**src/rtl/tx_order_arbiter.sv**
```systemverilog
// Shares one order-transmit port among N_REQ requesters with round-robin grant and cycle timestamping.
// Build option: define ARB_FIXED_PRIO_EN for strict fixed priority (index 0 highest, no rotation pointer).
module tx_order_arbiter #(
  parameter int N_REQ = 4,
  parameter int TS_W  = 32
) (
  input  logic                 clk,
  input  logic                 reset_n,
  input  logic [N_REQ-1:0]     req_valid,
  input  logic [8*N_REQ-1:0]   req_addr,
  input  logic [8*N_REQ-1:0]   req_buysell,
  output logic [N_REQ-1:0]     req_ready,
  input  logic                 tx_ready,
  output logic [7:0]           tx_addr,
  output logic [7:0]           tx_buysell,
  output logic [TS_W-1:0]      tx_timestamp,
  output logic                 tx_dv
);

  localparam int IDX_W = (N_REQ > 1) ? $clog2(N_REQ) : 1;

  typedef enum logic {IDLE, HOLD} state_t;

  state_t            state_q, state_d;
  logic [TS_W-1:0]   ts_cnt_q, ts_cnt_d;
  logic [7:0]        tx_addr_q, tx_addr_d;
  logic [7:0]        tx_buysell_q, tx_buysell_d;
  logic [TS_W-1:0]   tx_ts_q, tx_ts_d;
  logic              tx_dv_q, tx_dv_d;
  logic [N_REQ-1:0]  req_ready_q, req_ready_d;

  logic              found;
  logic [IDX_W-1:0]  win;
  int unsigned       srch_start;
  int unsigned       srch_idx;

`ifndef ARB_FIXED_PRIO_EN
  logic [IDX_W-1:0]  rr_ptr_q, rr_ptr_d;
  logic [IDX_W-1:0]  win_q, win_d;
`endif

  // Rotating search: first valid requester at or after the start index, wrapping mod N_REQ.
  always_comb begin
    found    = 1'b0;
    win      = '0;
    srch_idx = 0;
`ifdef ARB_FIXED_PRIO_EN
    srch_start = 0;
`else
    srch_start = int'(rr_ptr_q);
`endif
    for (int unsigned i = 0; i < N_REQ; i++) begin
      srch_idx = (srch_start + i) % N_REQ;
      if (!found && req_valid[IDX_W'(srch_idx)]) begin
        found = 1'b1;
        win   = IDX_W'(srch_idx);
      end
    end
  end

  always_comb begin
    state_d      = state_q;
    ts_cnt_d     = ts_cnt_q + TS_W'(1);
    tx_addr_d    = tx_addr_q;
    tx_buysell_d = tx_buysell_q;
    tx_ts_d      = tx_ts_q;
    tx_dv_d      = tx_dv_q;
    req_ready_d  = '0;
`ifndef ARB_FIXED_PRIO_EN
    rr_ptr_d     = rr_ptr_q;
    win_d        = win_q;
`endif
    unique case (state_q)
      IDLE: begin
        if (found) begin
          tx_addr_d    = req_addr[8*win +: 8];
          tx_buysell_d = req_buysell[8*win +: 8];
          tx_ts_d      = ts_cnt_q;
          tx_dv_d      = 1'b1;
          req_ready_d  = N_REQ'(1) << win;
`ifndef ARB_FIXED_PRIO_EN
          win_d        = win;
`endif
          state_d      = HOLD;
        end
      end
      HOLD: begin
        if (tx_ready) begin
          tx_dv_d  = 1'b0;
`ifndef ARB_FIXED_PRIO_EN
          rr_ptr_d = IDX_W'((int'(win_q) + 1) % N_REQ);
`endif
          state_d  = IDLE;
        end
      end
      default: state_d = IDLE;
    endcase
  end

  always_ff @(posedge clk or negedge reset_n) begin
    if (!reset_n) begin
      state_q      <= IDLE;
      ts_cnt_q     <= '0;
      tx_addr_q    <= '0;
      tx_buysell_q <= '0;
      tx_ts_q      <= '0;
      tx_dv_q      <= 1'b0;
      req_ready_q  <= '0;
`ifndef ARB_FIXED_PRIO_EN
      rr_ptr_q     <= '0;
      win_q        <= '0;
`endif
    end else begin
      state_q      <= state_d;
      ts_cnt_q     <= ts_cnt_d;
      tx_addr_q    <= tx_addr_d;
      tx_buysell_q <= tx_buysell_d;
      tx_ts_q      <= tx_ts_d;
      tx_dv_q      <= tx_dv_d;
      req_ready_q  <= req_ready_d;
`ifndef ARB_FIXED_PRIO_EN
      rr_ptr_q     <= rr_ptr_d;
      win_q        <= win_d;
`endif
    end
  end

  assign tx_addr      = tx_addr_q;
  assign tx_buysell   = tx_buysell_q;
  assign tx_timestamp = tx_ts_q;
  assign tx_dv        = tx_dv_q;
  assign req_ready    = req_ready_q;

endmodule

```
**config.mk**
```make
export PLATFORM = sky130hd
export DESIGN_NAME = tx_order_arbiter
export DESIGN_NICKNAME = d
export VERILOG_FILES = /design/src/rtl/tx_order_arbiter.sv
export SDC_FILE = /design/constraint.sdc
export NUM_CORES = 1
export LEC_CHECK = 0
export CAP_MARGIN = 20
export CORE_ASPECT_RATIO = 0.5
export CORE_UTILIZATION = 48
export CTS_BUF_LIST = sky130_fd_sc_hd__clkbuf_8
export CTS_CLUSTER_DIAMETER = 150
export DETAILED_ROUTE_END_ITERATION = 10
export GPL_ROUTABILITY_DRIVEN = 0
export HOLD_SLACK_MARGIN = 0.05
export PLACE_DENSITY = 0.78
export SKIP_LAST_GASP = 1
export SLEW_MARGIN = 30
export SYNTH_ARGS = -nofsm -noshare
export SYNTH_HDL_FRONTEND = slang
export SYNTH_SLANG_ARGS = --single-unit
```
**constraint.sdc**
```tcl
create_clock -name clk -period 2.47 [get_ports clk]
set_clock_uncertainty 0.15 [all_clocks]
set_input_delay 0.494 -clock clk [delete_from_list [all_inputs] [get_ports clk]]
set_output_delay 0.494 -clock clk [all_outputs]
set_load 0.01 [all_outputs]
```
Word level (Yosys, flattened, before mapping)
Index checks and enable logic that the tools add are counted.
- shift-type cells: 3
- bitwise operators: 1
- add/subtract/negate cells: 5
- eq/ne operators: 2
- $lt $le $gt $ge: 4
- multiplexer cells: 24
- reduce and logical (&&, ||, !) cells: 9
- operators by type and width (kind ; count):
    32-bit by 6-bit indexed part select with 8-bit output ; 2
    32-bit by 1-bit adder with 32-bit output, second input constant ; 1
    2-bit by 3-bit < comparator with 1-bit output, second input constant ; 4
    1-bit 2-to-1 mux ; 12
    1-bit binary-select mux with 2-bit select ; 4
    2-bit 2-to-1 mux ; 4
    4-bit 2-to-1 mux ; 2
    2-bit AND reduction ; 3
    2-bit by 1-bit adder with 2-bit output, second input constant ; 2
    2-bit adder, second input constant ; 2
    2-bit inequality test, second input constant ; 2
    1-bit one-hot mux with 2 select lines ; 2
    1-bit by 2-bit << shifter with 4-bit output, first input constant ; 1
    1-bit logical AND ; 3
    1-bit zero test ; 3
    1-bit inverter ; 1
- output and inout port bits: 53
- register bits after elaboration: 90
- logic and storage cells: 57
- bits of input ports: 71

Logic depth before layout (Yosys ltp)
- depth in word-level cells: 15
- depth in mapped cells: 7
- mapped depth without buffers: 6

Worst setup path after synthesis
Ideal clock, no wire load.
- path kind: register to register
- from: reg ts_cnt_q[0]
- to: reg ts_cnt_q[22]
- library setup time: 123 ps
- arrival: 1565 ps
- clock period less this slack: 1837 ps
- path slack: 633 ps
- data required time: 2197 ps
- path buffers: 1
- cell stages (with the launch flop): 8
- path through: dfrtp_1 ha_1 and4_4 and3_1 buf_6 nand2_4 or3_1 xnor2_1
- cells in the longest elaborated chain, start to end: 1
- ends and longest elaborated chain (what ; line ; source):
    from (decl) ; 25 ; logic [TS_W-1:0] ts_cnt_q, ts_cnt_d;
    from (signal assigned) ; 115 ; ts_cnt_q <= ts_cnt_d;
    32-bit by 1-bit adder with 32-bit output ; 63 ; ts_cnt_d = ts_cnt_q + TS_W'(1);
    named net ts_cnt_d[22] ; 25 ;
The timed path passes the listed nets, and every way through them passes these cells.
A chain may end at the register's enable or synchronous reset.

Final worst setup path
- from: in req_valid[2]
- to: reg tx_buysell_q[2] (netlist: tx_buysell[2])
- cells in the longest elaborated chain, start to end: 13
- elaborated cells between the ends (all ways): 24
- those cells by class: shift: 1; mux: 16; reduce/logical: 7
- ends and longest elaborated chain (what ; line ; source):
    from (decl) ; 9 ; input logic [N_REQ-1:0] req_valid,
    1-bit binary-select mux with 2-bit select ; 54 ; if (!found && req_valid[IDX_W'(srch_idx)]) begin
    1-bit 2-to-1 mux (implied by the code) ; 54 ;
    1-bit 2-to-1 mux ; 54 ;
    1-bit zero test ; 54 ;
    1-bit logical AND ; 54 ;
    1-bit 2-to-1 mux ; 54 ;
    1-bit zero test ; 54 ;
    1-bit logical AND ; 54 ;
    1-bit 2-to-1 mux ; 54 ;
    1-bit zero test ; 54 ;
    1-bit logical AND ; 54 ;
    2-bit 2-to-1 mux / 1-bit 2-to-1 mux (equally long branches) ; 54 ;
    32-bit by 6-bit indexed part select with 8-bit output / 2-bit AND reduction (equally long branches) ; n/a ;
    to (signal assigned) ; 117 ; tx_buysell_q <= tx_buysell_d;
    to (decl) ; 27 ; logic [7:0] tx_buysell_q, tx_buysell_d;
Several ways; a longest one is shown, not always the timed one. The select of a mux whose other input is x is not followed.

==> results.json <==
{
  "outcome": "completed",
  "post_dp_cell_area_sq_um": 5430,
  "final_hold_viol_count": 0,
  "crit_path_max_fanout": 37,
  "cp-start-kind": "input port",
  "rsz0062_at_grt": "no",
  "drive_gt1_share_pct": 7.03,
  "fin_tns_setup_ns": 0,
  "synth.distinct_cells": 39,
  "post-place-ws_ns": 0.00354,
  "clock-sinks": 90,
  "grt_first_pass_wirelength_um": 14600,
  "dr.pass1.iters": 6,
  "max-vdd-ir-drop_mv": 0.357,
  "clock.fmax_ghz": 0.476,
  "clk_pin_slew_worst_paths_ns": 0.08,
  "post_cts_resized": 0,
  "drc": 0,
  "antenna_found_initial": 0,
  "diodes": 0,
  "crit_path_end_kind": "flop",
  "num_rows": 23,
  "core_sq_um": 8060,
  "final.period_utilization_pct": 85.0,
  "htreeDepth": 3,
  "setup_viol": 0,
  "vias": 3139,
  "fin_crit_ns": 2.10,
  "portBuffers": 123,
  "p_leak_nw": 2.66,
  "wirelength_um": 9120,
  "cts_tree": "built",
  "synth_cells": 380,
  "nFillCells": 628,
  "die_h_um": 66.7,
  "grt_max_degree": 47,
  "pin_count": 124,
  "routedWlPerCell_um": 14.6,
  "root_buffer": "clkbuf_8",
  "maxSlewHeadroom_pct": 75.1,
  "first_global_vias": 3002,
  "area_growth_syn_to_layout_pct": 39.9,
  "ys_seq_area_share_pct": 56.0,
  "nNetsFinal": 579,
  "clk_path_buf_depth": 2,
  "first_iter_violations": 124,
  "critPathKind": "in -> reg",
  "hp-class": "reg -> reg",
  "dieArea_sq_um": 8780,
  "syn-num-nets": 452,
  "slew_viol_final": 0,
  "cap_violations": 0,
  "ant_nets": 0,
  "place_hpwl_um": 6540,
  "required_ns": 2.54,
  "initial_core_util_pct": 49.9,
  "cts_made_buffers": 9,
  "power_density_nw_per_um2": 683,
  "arrival_ns": 2.17,
  "synth.avg_cell_area_sq_um": 10.6,
  "syn_area_sq_um": 4020,
  "post-route-util_pct": 69.9,
  "insertion_delay_ns": 0.36,
  "ys.warnings.count": 0,
  "grt_overflow_total": 0,
  "die_w_um": 131,
  "worst_pin_slew_ns": 0.374,
  "vias_per_cell": 5.03,
  "setup_slack_ns": 0.370,
  "ys_ff_latch": 90,
  "cts_setup_buffers": 0,
  "track_usage_pct": 21.4,
  "worst_hold_slack_ns": 0.328,
  "final_area_sq_um": 5630
}
==> critical path, stage by stage <==
cell and delay (ns):
clkdlybuf4s50_1 0.50, and2b_1 0.19, o21ai_0 0.12, o211ai_1 0.17, buf_12 0.29, mux2i_1 0.25
o221ai_1 0.13
==> final cells by class <==
class	instances	area [sq um]	area share [%]
inverters	5	18.8	0.333
repair buffers	133	1380	24.5
clock buffers	9	124	2.20
multi-input cells	268	1650	29.2
flip-flops and latches	90	2250	40.0
clock inverters	7	67.6	1.20
well taps	112	140	2.49
==> power by group <==
| part | internal (mW) | switching [mW] |
|---|---|---|
| clock | 0.466 | 0.520 |
| sequential | 1.64 | 0.109 |
| combinational | 0.624 | 0.488 |
==> stage by stage <==
stage | total power, mW | std cells
2_1_floorplan | 2.32 | 380
3_3_place_gp | 2.86 | 607
3_5_place_dp | 2.89 | 607
4_1_cts | 3.88 | 624
5_1_grt | 4.03 | 624
6_report | 3.84 | 624
==> registers in the layout, summed over array words and instances (netlist names) <==
register	cells
tx_buysell	8
tx_timestamp	32
req_ready	4
ts_cnt_q	32
tx_dv	1
tx_addr	8
win_q	2
state_q	1
rr_ptr_q	2
==> final timing paths <==
check,startpoint,endpoint,slack (ns),cells after the start
worst max-delay path,req_valid[2],tx_buysell[2],0.37,7
worst min-delay path,tx_timestamp[29],tx_timestamp[29],0.33,2
worst max register to register,ts_cnt_q[0],ts_cnt_q[22],0.39,6
worst min register to register,tx_timestamp[29],tx_timestamp[29],0.33,2
max in group asynchronous,reset_n,tx_timestamp[15],1.11,3
min in group asynchronous,reset_n,tx_addr[0],0.40,2
==> cell usage in the layout, fill, tap and decap left out, types with 2 or more instances in the layout <==
master,instances
nand3_2,3
mux2i_1,33
inv_1,7
nor2_1,8
nand2b_1,2
xor2_1,7
dfrtp_1,90
nor3_1,2
buf_4,4
and4_1,2
inv_6,2
clkbuf_8,9
nand4_1,5
clkdlybuf4s50_1,122
o221ai_1,16
and3_1,5
nor2b_1,2
nand3_1,9
buf_12,6
and4_4,2
xnor2_1,24
o21ai_0,8
nand2_1,122
==> cells by family after synthesis <==
logic type,Yosys count,share of synthesized area [%]
AND/OR/NAND/NOR,173,19.8
flip-flops,90,56.0
multiplexers,33,8.21
XOR/XNOR,31,6.75
AO/OA/AOI/OAI,30,5.81
buffers and inverters,22,3.17
adder cells (fa/ha/maj),1,0.311
==> synth_stat cells <==
library cell    n  area, sq um
nand2_1       122          458
dfrtp_1        90         2250
mux2i_1        33          330
xnor2_1        24          210
o221ai_1       16          140
nand3_1         9         45.0
nor2_1          9         33.8
o21ai_0         8         40.0
xor2_1          7         61.3
buf_2           6         30.0
and3_1          5         31.3
clkbuf_1        5         18.8
inv_1           5         18.8
nand4_1         5         31.3
buf_6           4         45.0
nand3_2         3         30.0
and4_1          2         17.5
and4_4          2         22.5
buf_4           2         15.0
nand2b_1        2         12.5
nor2b_1         2         12.5
nor3_1          2         10.0
a21o_1          1         7.51
a21oi_1         1         5.00
and2_1          1         6.26
and2_2          1         7.51
and2b_1         1         7.51
and3_2          1         7.51
ha_1            1         12.5
nand2_4         1         11.3
nand4b_1        1         8.76
nor4_1          1         6.26
nor4b_4         1         23.8
o211ai_1        1         7.51
o21a_1          1         7.51
o32a_1          1         10.0
o32ai_2         1         16.3
or2_2           1         6.26
or3_1           1         6.26
==> metal layers <==
layer	routed length [um]	vias up	part of all wire, %	global-route usage [%]
li1	-	1536	-	-
met1	4310	1516	47	28.1
met2	4370	78	48	35.4
met3	366	9	4.0	5.18
met4	79	0	0.87	6.83
met5	0	-	0	0
==> timing repair <==
item                                    4_1_cts  5_1_grt
endpoints found under the setup margin        0        0
hold buffers                                  1        0
hold endpoints to repair                     15        0
Power figures use the tool's default switching activity.
